$ cat src/rtl/key_reader_pkg.sv
// Shared types and constants for the key_reader push-button conditioner.
// Contents: per-key debounce FSM state enum and the bit positions of the
//   fields packed onto the led bus.
package key_reader_pkg;

  typedef enum logic [1:0] {
    UP        = 2'd0,
    WAIT_DOWN = 2'd1,
    DOWN      = 2'd2,
    WAIT_UP   = 2'd3
  } key_fsm_e;

  // led = {key_state[1:0], press_count[7:0]}
  localparam int LED_W         = 10;
  localparam int LED_CNT_LSB   = 0;
  localparam int LED_CNT_MSB   = 7;
  localparam int LED_STATE_LSB = 8;
  localparam int LED_STATE_MSB = 9;

endpackage : key_reader_pkg

$ cat src/rtl/key_debounce.sv
// Single-key conditioner: polarity fix, 2-flop synchroniser, debounce FSM.
// Ports: clk_i/rst_i (async active-high), key_i raw button bit;
//   state_o debounced level (1 = pressed), press_o/release_o one-cycle pulses.
module key_debounce
  import key_reader_pkg::*;
#(
  parameter int DEBOUNCE_CYCLES = 16,
  parameter bit KEY_ACTIVE_LOW  = 1'b1
) (
  input  logic clk_i,
  input  logic rst_i,
  input  logic key_i,
  output logic state_o,
  output logic press_o,
  output logic release_o
);

  localparam int               CNT_W    = $clog2(DEBOUNCE_CYCLES);
  localparam logic [CNT_W-1:0] CNT_LAST = CNT_W'(DEBOUNCE_CYCLES - 1);

  logic             raw;
  logic [1:0]       sync_q;
  logic             s;

  key_fsm_e         state_q, state_d;
  logic [CNT_W-1:0] cnt_q, cnt_d;
  logic             press_q, press_d;
  logic             release_q, release_d;
  logic             level_q, level_d;

  // Normalise to 1 = pressed before synchronising, so reset value 0 of the
  // synchroniser means "not pressed".
  assign raw = KEY_ACTIVE_LOW ? ~key_i : key_i;
  assign s   = sync_q[1];

  always_ff @(posedge clk_i or posedge rst_i) begin
    if (rst_i) begin
      sync_q <= 2'b00;
    end else begin
      sync_q <= {sync_q[0], raw};
    end
  end

  always_comb begin
    state_d   = state_q;
    cnt_d     = cnt_q;
    press_d   = 1'b0;
    release_d = 1'b0;
    case (state_q)
      UP: begin
        if (s) begin
          state_d = WAIT_DOWN;
          cnt_d   = CNT_W'(1);
        end
      end
      WAIT_DOWN: begin
        if (!s) begin
          // Glitch: restart from scratch.
          state_d = UP;
          cnt_d   = '0;
        end else if (cnt_q == CNT_LAST) begin
          state_d = DOWN;
          cnt_d   = '0;
          press_d = 1'b1;
        end else begin
          cnt_d = cnt_q + CNT_W'(1);
        end
      end
      DOWN: begin
        if (!s) begin
          state_d = WAIT_UP;
          cnt_d   = CNT_W'(1);
        end
      end
      WAIT_UP: begin
        if (s) begin
          state_d = DOWN;
          cnt_d   = '0;
        end else if (cnt_q == CNT_LAST) begin
          state_d   = UP;
          cnt_d     = '0;
          release_d = 1'b1;
        end else begin
          cnt_d = cnt_q + CNT_W'(1);
        end
      end
      default: begin
        state_d = UP;
        cnt_d   = '0;
      end
    endcase
  end

  // Level is registered from the next state so it moves on the same edge
  // as the corresponding pulse.
  assign level_d = (state_d == DOWN) || (state_d == WAIT_UP);

  always_ff @(posedge clk_i or posedge rst_i) begin
    if (rst_i) begin
      state_q   <= UP;
      cnt_q     <= '0;
      press_q   <= 1'b0;
      release_q <= 1'b0;
      level_q   <= 1'b0;
    end else begin
      state_q   <= state_d;
      cnt_q     <= cnt_d;
      press_q   <= press_d;
      release_q <= release_d;
      level_q   <= level_d;
    end
  end

  assign state_o   = level_q;
  assign press_o   = press_q;
  assign release_o = release_q;

endmodule : key_debounce

$ cat src/rtl/key_reader.sv
// Push-button reader: per-key debounce plus an up/down event counter on led.
// Ports: clk, rst (async active-high), key raw buttons; key_state/key_press/
//   key_release per key; press_count (+key0, -key1); led = {state[1:0], count}.
module key_reader
  import key_reader_pkg::*;
#(
  parameter int KEY_WIDTH       = 2,
  parameter int DEBOUNCE_CYCLES = 16,
  parameter bit KEY_ACTIVE_LOW  = 1'b1
) (
  input  logic                 clk,
  input  logic                 rst,
  input  logic [KEY_WIDTH-1:0] key,
  output logic [KEY_WIDTH-1:0] key_state,
  output logic [KEY_WIDTH-1:0] key_press,
  output logic [KEY_WIDTH-1:0] key_release,
  output logic [7:0]           press_count,
  output logic [LED_W-1:0]     led
);

  logic [7:0] count_q, count_d;

  for (genvar g = 0; g < KEY_WIDTH; g++) begin : g_key
    key_debounce #(
      .DEBOUNCE_CYCLES (DEBOUNCE_CYCLES),
      .KEY_ACTIVE_LOW  (KEY_ACTIVE_LOW)
    ) u_debounce (
      .clk_i     (clk),
      .rst_i     (rst),
      .key_i     (key[g]),
      .state_o   (key_state[g]),
      .press_o   (key_press[g]),
      .release_o (key_release[g])
    );
  end

  // Key 0 counts up, key 1 counts down; simultaneous presses cancel.
  always_comb begin
    count_d = count_q;
    case ({key_press[1], key_press[0]})
      2'b01:   count_d = count_q + 8'd1;
      2'b10:   count_d = count_q - 8'd1;
      default: count_d = count_q;
    endcase
  end

  always_ff @(posedge clk or posedge rst) begin
    if (rst) begin
      count_q <= 8'd0;
    end else begin
      count_q <= count_d;
    end
  end

  assign press_count                       = count_q;
  assign led[LED_CNT_MSB:LED_CNT_LSB]      = count_q;
  assign led[LED_STATE_MSB:LED_STATE_LSB]  = key_state[1:0];

endmodule : key_reader
$ cat config.mk
export PLATFORM = sky130hd
export DESIGN_NAME = key_reader
export DESIGN_NICKNAME = d
export VERILOG_FILES = /design/src/rtl/key_reader_pkg.sv /design/src/rtl/key_debounce.sv /design/src/rtl/key_reader.sv
export SDC_FILE = /design/constraint.sdc
export NUM_CORES = 1
export LEC_CHECK = 0
export ABC_CLOCK_PERIOD_IN_PS = 4500
export BUFFER_PORTS_ARGS = -buffer_cell sky130_fd_sc_hd__buf_2
export CAP_MARGIN = 20
export CORE_UTILIZATION = 33
export CTS_CLUSTER_SIZE = 14
export DETAILED_ROUTE_END_ITERATION = 16
export GPL_TIMING_DRIVEN = 0
export PLACE_DENSITY = 0.59
export SLEW_MARGIN = 20
export SYNTH_ARGS = -nofsm -noshare
export SYNTH_HDL_FRONTEND = slang
export SYNTH_HIERARCHICAL = 1
export SYNTH_SLANG_ARGS = --single-unit
$ cat constraint.sdc
create_clock -name clk -period 4.5 [get_ports clk]
set_input_delay 0.9 -clock clk [delete_from_list [all_inputs] [get_ports clk]]
set_output_delay 0.9 -clock clk [all_outputs]
set_load 0.005 [all_outputs]
==> Word-level counts from Yosys, hierarchy flattened <==
Cells that the tools add are included.
{ "classes": {"bitwise": 2, "shift": 0, "n_mul": 0, "magnitude_cmp": 0, "reduce_logical": 7, "n_eq_ne": 18, "n_addsub": 4, "div_mod_pow": 0, "muxes": 37} }
{ "op_table": {"columns": ["operator", "count"], "rows": [
  ["4-bit two-way mux", 10],
  ["4-bit one-hot mux with 4 select lines", 2],
  ["2-bit two-way mux", 12],
  ["2-bit equality test, second input constant", 9],
  ["2-bit one-hot mux with 4 select lines", 2],
  ["8-bit one-hot mux with 2 select lines", 1],
  ["1-bit two-way mux", 10],
  ["4-bit by 1-bit adder with 4-bit output, second input constant", 2],
  ["8-bit by 1-bit adder with 8-bit output, second input constant", 1],
  ["4-bit equality test, second input constant", 2],
  ["8-bit by 1-bit subtractor with 8-bit output, second input constant", 1],
  ["2-bit by 1-bit equality test with 1-bit output, second input constant", 3],
  ["2-bit zero test", 2],
  ["2-bit by 1-bit != test with 1-bit output, second input constant", 2],
  ["2-bit != test, second input constant", 2],
  ["2-bit AND reduction", 2],
  ["1-bit logical OR", 2],
  ["1-bit inverter", 2],
  ["2-bit nonzero test", 1]
]} }
{ "word_totals": {"latchBits": 0, "ram_bits": 0, "inputBits": 4, "out_inout_bits": 24, "ff_bits": 30, "word_cells": 81, "mem_count": 0, "romBits": 0} }

==> Depth between registers and ports, before layout <==
{ "depth": {"word_depth": 6, "mapped_depth": 11, "ltp_nobuf": 9} }

==> By module <==
Netlist, hierarchy kept.
{ "by_module_without_submodules": {"columns": ["module", "instances", "area_each_um2", "cells_each"], "rows": [
  ["key_debounce", 2, 430.4, 35],
  ["key_reader", 1, 765.7, 88]
]} }

==> Worst setup path before layout <==
No wires, ideal clock.
{ "synth_timing": {"kind": "register to register", "startpoint": "register g_key[0].u_debounce.press_q", "endpoint": "register count_q[4], in the netlist press_count[4]", "stages_incl_launch_ff": 12, "path_buffers": 2, "path_slack_ns": 2.175, "t_arrival_ns": 2.246, "setup_ns": 0.079, "required_time_ns": 4.421, "cell_sequence": "dfrtp_1 > inv_1 > ha_1 > clkbuf_1 > clkbuf_1 > xor2_1 > ha_1 > a21boi_0 > o22a_1 > a21bo_2 > a21oi_1 > xor2_1"} }
{ "synth_via": {"elab_chain_cells": 2} }
{ "synth_lines": {"columns": ["element", "line_no", "text"], "rows": [
  ["from (decl)", "key_debounce.sv:27", "logic press_q, press_d;"],
  ["from (signal assigned)", "key_debounce.sv:108", "press_q <= press_d;"],
  ["2-bit equality test or 2-bit by 1-bit equality test with 1-bit output (tied branches)", "key_reader.sv:40", "case ({key_press[1], key_press[0]})"],
  ["8-bit one-hot mux with 2 select lines or 2-bit nonzero test (tied branches)", null, null],
  ["to (signal assigned)", "key_reader.sv:51", "count_q <= count_d;"],
  ["to (decl)", "key_reader.sv:21", "logic [7:0] count_q, count_d;"]
]} }
Several ways; a longest one is shown, not always the timed one.
A chain may end at the register's enable or synchronous reset.

==> Final worst setup path <==
{ "layout_timing": {"startpoint": "register g_key[0].u_debounce.press_q", "endpoint": "register count_q[6], in the netlist press_count[6]"} }
The elaborated chain is that of the path after synthesis.

==> results.sh <==
export IMPL_crit_slowest_cell="dfrtp_1"
export IMPL_synth_fp_nets=167
export IMPL_num_antenna_cells=0
export IMPL_avgSynthCellArea_um2=10.3
export IMPL_power_frac_clock=0.398
export IMPL_cap_violations=0
export IMPL_grt_setup_unrepaired="no"
export IMPL_cts_buffers=3
export IMPL_post_cts_setup_buffers=0
export IMPL_start_util=0.344
export IMPL_port_buffers=27
export IMPL_ys_seq_area_frac=0.431
export IMPL_regToRegStartpoint="g_key[0].u_debounce/press_o"
export IMPL_reg2reg_to="press_count[6]"
export IMPL_layout_drive_gt1_share=0.307
export IMPL_ys_async_sr_fraction=1.00
export IMPL_setup_slack_ps=1850
export IMPL_intPower_uw=391
export IMPL_min_period_ps=2650
export IMPL_switchingPower_uw=104
export IMPL_coreArea_um2=4720
export IMPL_crit_end="press_count[6]"
export IMPL_setup_viol=0
export IMPL_fmax_ghz=0.378
export IMPL_syn2layout_area_growth_pct=17.8
export IMPL_endpoint_kind="flop"
export IMPL_grt_first_pass_wirelength_um=4900
export IMPL_clock_latency_ps=280
export IMPL_grt_overflow=0
export IMPL_synth_seq_cells=28
export IMPL_io_pin_count=28
export IMPL_crit_type="reg -> reg"
export IMPL_p_sw_frac=0.210
export IMPL_yosysUniqueCellTypes=47
export IMPL_critical_path_max_stage_delay_ps=390
export IMPL_period_share=0.589
export IMPL_cts_sinks=28
export IMPL_grt_pass1_vias=1076
export IMPL_cp_required_ps=4710
export IMPL_combPwrFrac=0.060
export IMPL_finalNonFillerCells=256
export IMPL_worstMarginPinSlew_ps=483
export IMPL_status="finished, final reports clean"
export IMPL_cp_start_kind="flop"
export IMPL_die_area_um2=5210
export IMPL_critical_path_cell_chain="inv_1 -> ha_1 -> clkbuf_1 -> clkbuf_1 -> xor2_1 -> ha_1 -> a21boi_0 -> o22a_1 -> a31oi_1 -> a31oi_1 -> xor2_1"
export IMPL_fin_hold_ws_ps=358
export IMPL_hold_path_class="reg -> reg"
export IMPL_h_tree_depth=1
export IMPL_synth_enable_flop_cells=0
export IMPL_drt_first_pass_iters=4
export IMPL_path_buf_inv=3
export IMPL_pwr_density_cell_nw_per_um2=258
export IMPL_drtAntennaViolNets=0
export IMPL_final_area_um2=1920
export IMPL_place_hpwl_um=2070
export IMPL_crit_start="g_key[0].u_debounce/press_o"
export IMPL_dp_cells=252
export IMPL_totalWireLength_um=2920
export IMPL_p_seq_frac=0.542
export IMPL_cp_max_fo=10
export IMPL_final_seq_area_um2=701
export IMPL_cts_tree="built"
export IMPL_vdd_ir_drop_max_v=0.000168
export IMPL_crit_cells=11
export IMPL_gp_congestion=0.742
export IMPL_clock_skew_final_ps=7.74
export IMPL_ys_flop_type="dfrtp_1"
export IMPL_p_leak_nw=0.954
export IMPL_n_fill_cell=475
export IMPL_clkTransAtPathRegs_ps=100
export IMPL_num_vias=1224
export IMPL_p_total_uw=495
export IMPL_drv_slew=0
export IMPL_cts_resized_gates=0
export IMPL_rrSetupSlack_ps=1850
export IMPL_hold_viol_final=0
export IMPL_yosys_area_top_type_share=0.431
export IMPL_critPathTopFamily="buffers and inverters"
export IMPL_root_buffer="clkbuf_8"
export IMPL_place_area_um2=1850
export IMPL_hold_buffers=0
export IMPL_antenna_found_initial=0
export IMPL_rows=25
export IMPL_place_ws_ps=1870
export IMPL_yosys_warnings=6
export IMPL_fin_nets=199
export IMPL_vias_per_cell=4.78
export IMPL_die_y_um=72.2
export IMPL_r2r_cells=11
export IMPL_clk_path_buf_depth=2
export IMPL_multiInputGateArea_um2=757
export IMPL_yosys_area_top_type="dfrtp_1"
export IMPL_grt_max_degree=17
export IMPL_netlist_instances=158
export IMPL_syn_cell_area_um2=1630
export IMPL_max_slew_margin_rel=0.678
export IMPL_drt_iter0_markers=105
export IMPL_fin_util=0.406
export IMPL_setup_tns_final_ps=0
export IMPL_arrival_ps=2860
export IMPL_synth_area_leaders="dfrtp_1, buf_4, ha_1"
export IMPL_fp_dieW_um=72.2
export IMPL_drc=0
export IMPL_grt_usage=0.120
export IMPL_wl_per_cell_um=11.4
==> flip-flops by register name (all words and copies together), names as in the netlist <==
name / flops
g_key.u_debounce/press_o: 2
g_key.u_debounce/cnt_q: 8
g_key.u_debounce/release_o: 2
press_count: 8
g_key.u_debounce/state_o: 2
g_key.u_debounce/state_q: 2
g_key.u_debounce/sync_q: 4
==> power by group through the flow <==
stage / logic, mW / registers (mW) / clock network [mW]
2_1_floorplan: 0.0232 / 0.272 / 0
3_3_place_gp: 0.0291 / 0.273 / 0
3_5_place_dp: 0.0300 / 0.273 / 0
4_1_cts: 0.0302 / 0.269 / 0.209
5_1_grt: 0.0336 / 0.270 / 0.217
6_report: 0.0295 / 0.269 / 0.197
==> cells by family after synthesis <==
logic type / after synthesis / synth area share
AND/OR/NAND/NOR: 46 / 0.175
AO/OA/AOI/OAI: 33 / 0.156
buffers and inverters: 31 / 0.104
flip-flops: 28 / 0.431
XOR/XNOR: 11 / 0.0685
adder cells (fa/ha/maj): 5 / 0.0385
multiplexers: 4 / 0.0269
==> cell type report <==
class / instances / area share
inverters: 11 / 0.0215
repair buffers: 27 / 0.0705
multi-input cells: 99 / 0.395
plain buffers: 20 / 0.0666
well taps: 67 / 0.0437
clock buffers: 3 / 0.0215
clock inverters: 1 / 0.0157
flip-flops and latches: 28 / 0.366
==> layout by cell type (no fill, tap or decap), types with 3 or more instances in the layout <==
master	Yosys	final
inv_1	11	11
nor3b_1	5	5
o21ai_0	4	4
dfrtp_1	28	28
xor2_1	7	7
mux2_2	3	3
nor3_1	3	3
nor2b_1	3	3
nand4_1	4	4
nand2b_1	5	5
nand3_1	4	4
buf_2	5	32
nand2_1	8	8
buf_4	10	10
nor2_1	3	3
nand4b_1	3	3
ha_1	5	5
clkbuf_8	0	3
a21oi_1	7	7
==> worst min path at each step <==
stage / cells after the start / from / slack [ps] / endpoint
2_1_floorplan: 0 / g_key[0].u_debounce/sync_q[0] / 330 / g_key[0].u_debounce/sync_q[1]
3_3_place_gp: 0 / g_key[0].u_debounce/sync_q[0] / 330 / g_key[0].u_debounce/sync_q[1]
3_5_place_dp: 0 / g_key[0].u_debounce/sync_q[0] / 340 / g_key[0].u_debounce/sync_q[1]
5_1_grt: 0 / g_key[0].u_debounce/sync_q[0] / 370 / g_key[0].u_debounce/sync_q[1]
4_1_cts: 0 / g_key[0].u_debounce/sync_q[0] / 360 / g_key[0].u_debounce/sync_q[1]
6_report: 0 / g_key[0].u_debounce/sync_q[0] / 360 / g_key[0].u_debounce/sync_q[1]
==> routing by layer <==
metal	global-route usage	part of all wire
met4	0.0261	0.0086
met5	0	0
met3	0.0333	0.037
met1	0.159	0.48
met2	0.195	0.48
==> cells in the mapped netlist, types with 2 or more instances <==
cell type  count
xor2_2         2
dfrtp_1       28
o311ai_0       2
nor2b_1        3
nand4b_1       3
nand2b_1       5
nand2_1        8
and2_2         2
o2111ai_1      2
nand3_1        4
nor3_1         3
nor3b_1        5
mux2_2         3
inv_1         11
nand4_1        4
nand3b_1       2
xor2_1         7
ha_1           5
buf_4         10
nor2_1         3
a31oi_1        2
o21ai_0        4
o311ai_1       2
clkbuf_1       2
buf_2          5
a21oi_1        7
and4b_1        2
o211a_1        2
xnor2_1        2
No activity file was read; power rests on OpenSTA's default activity.
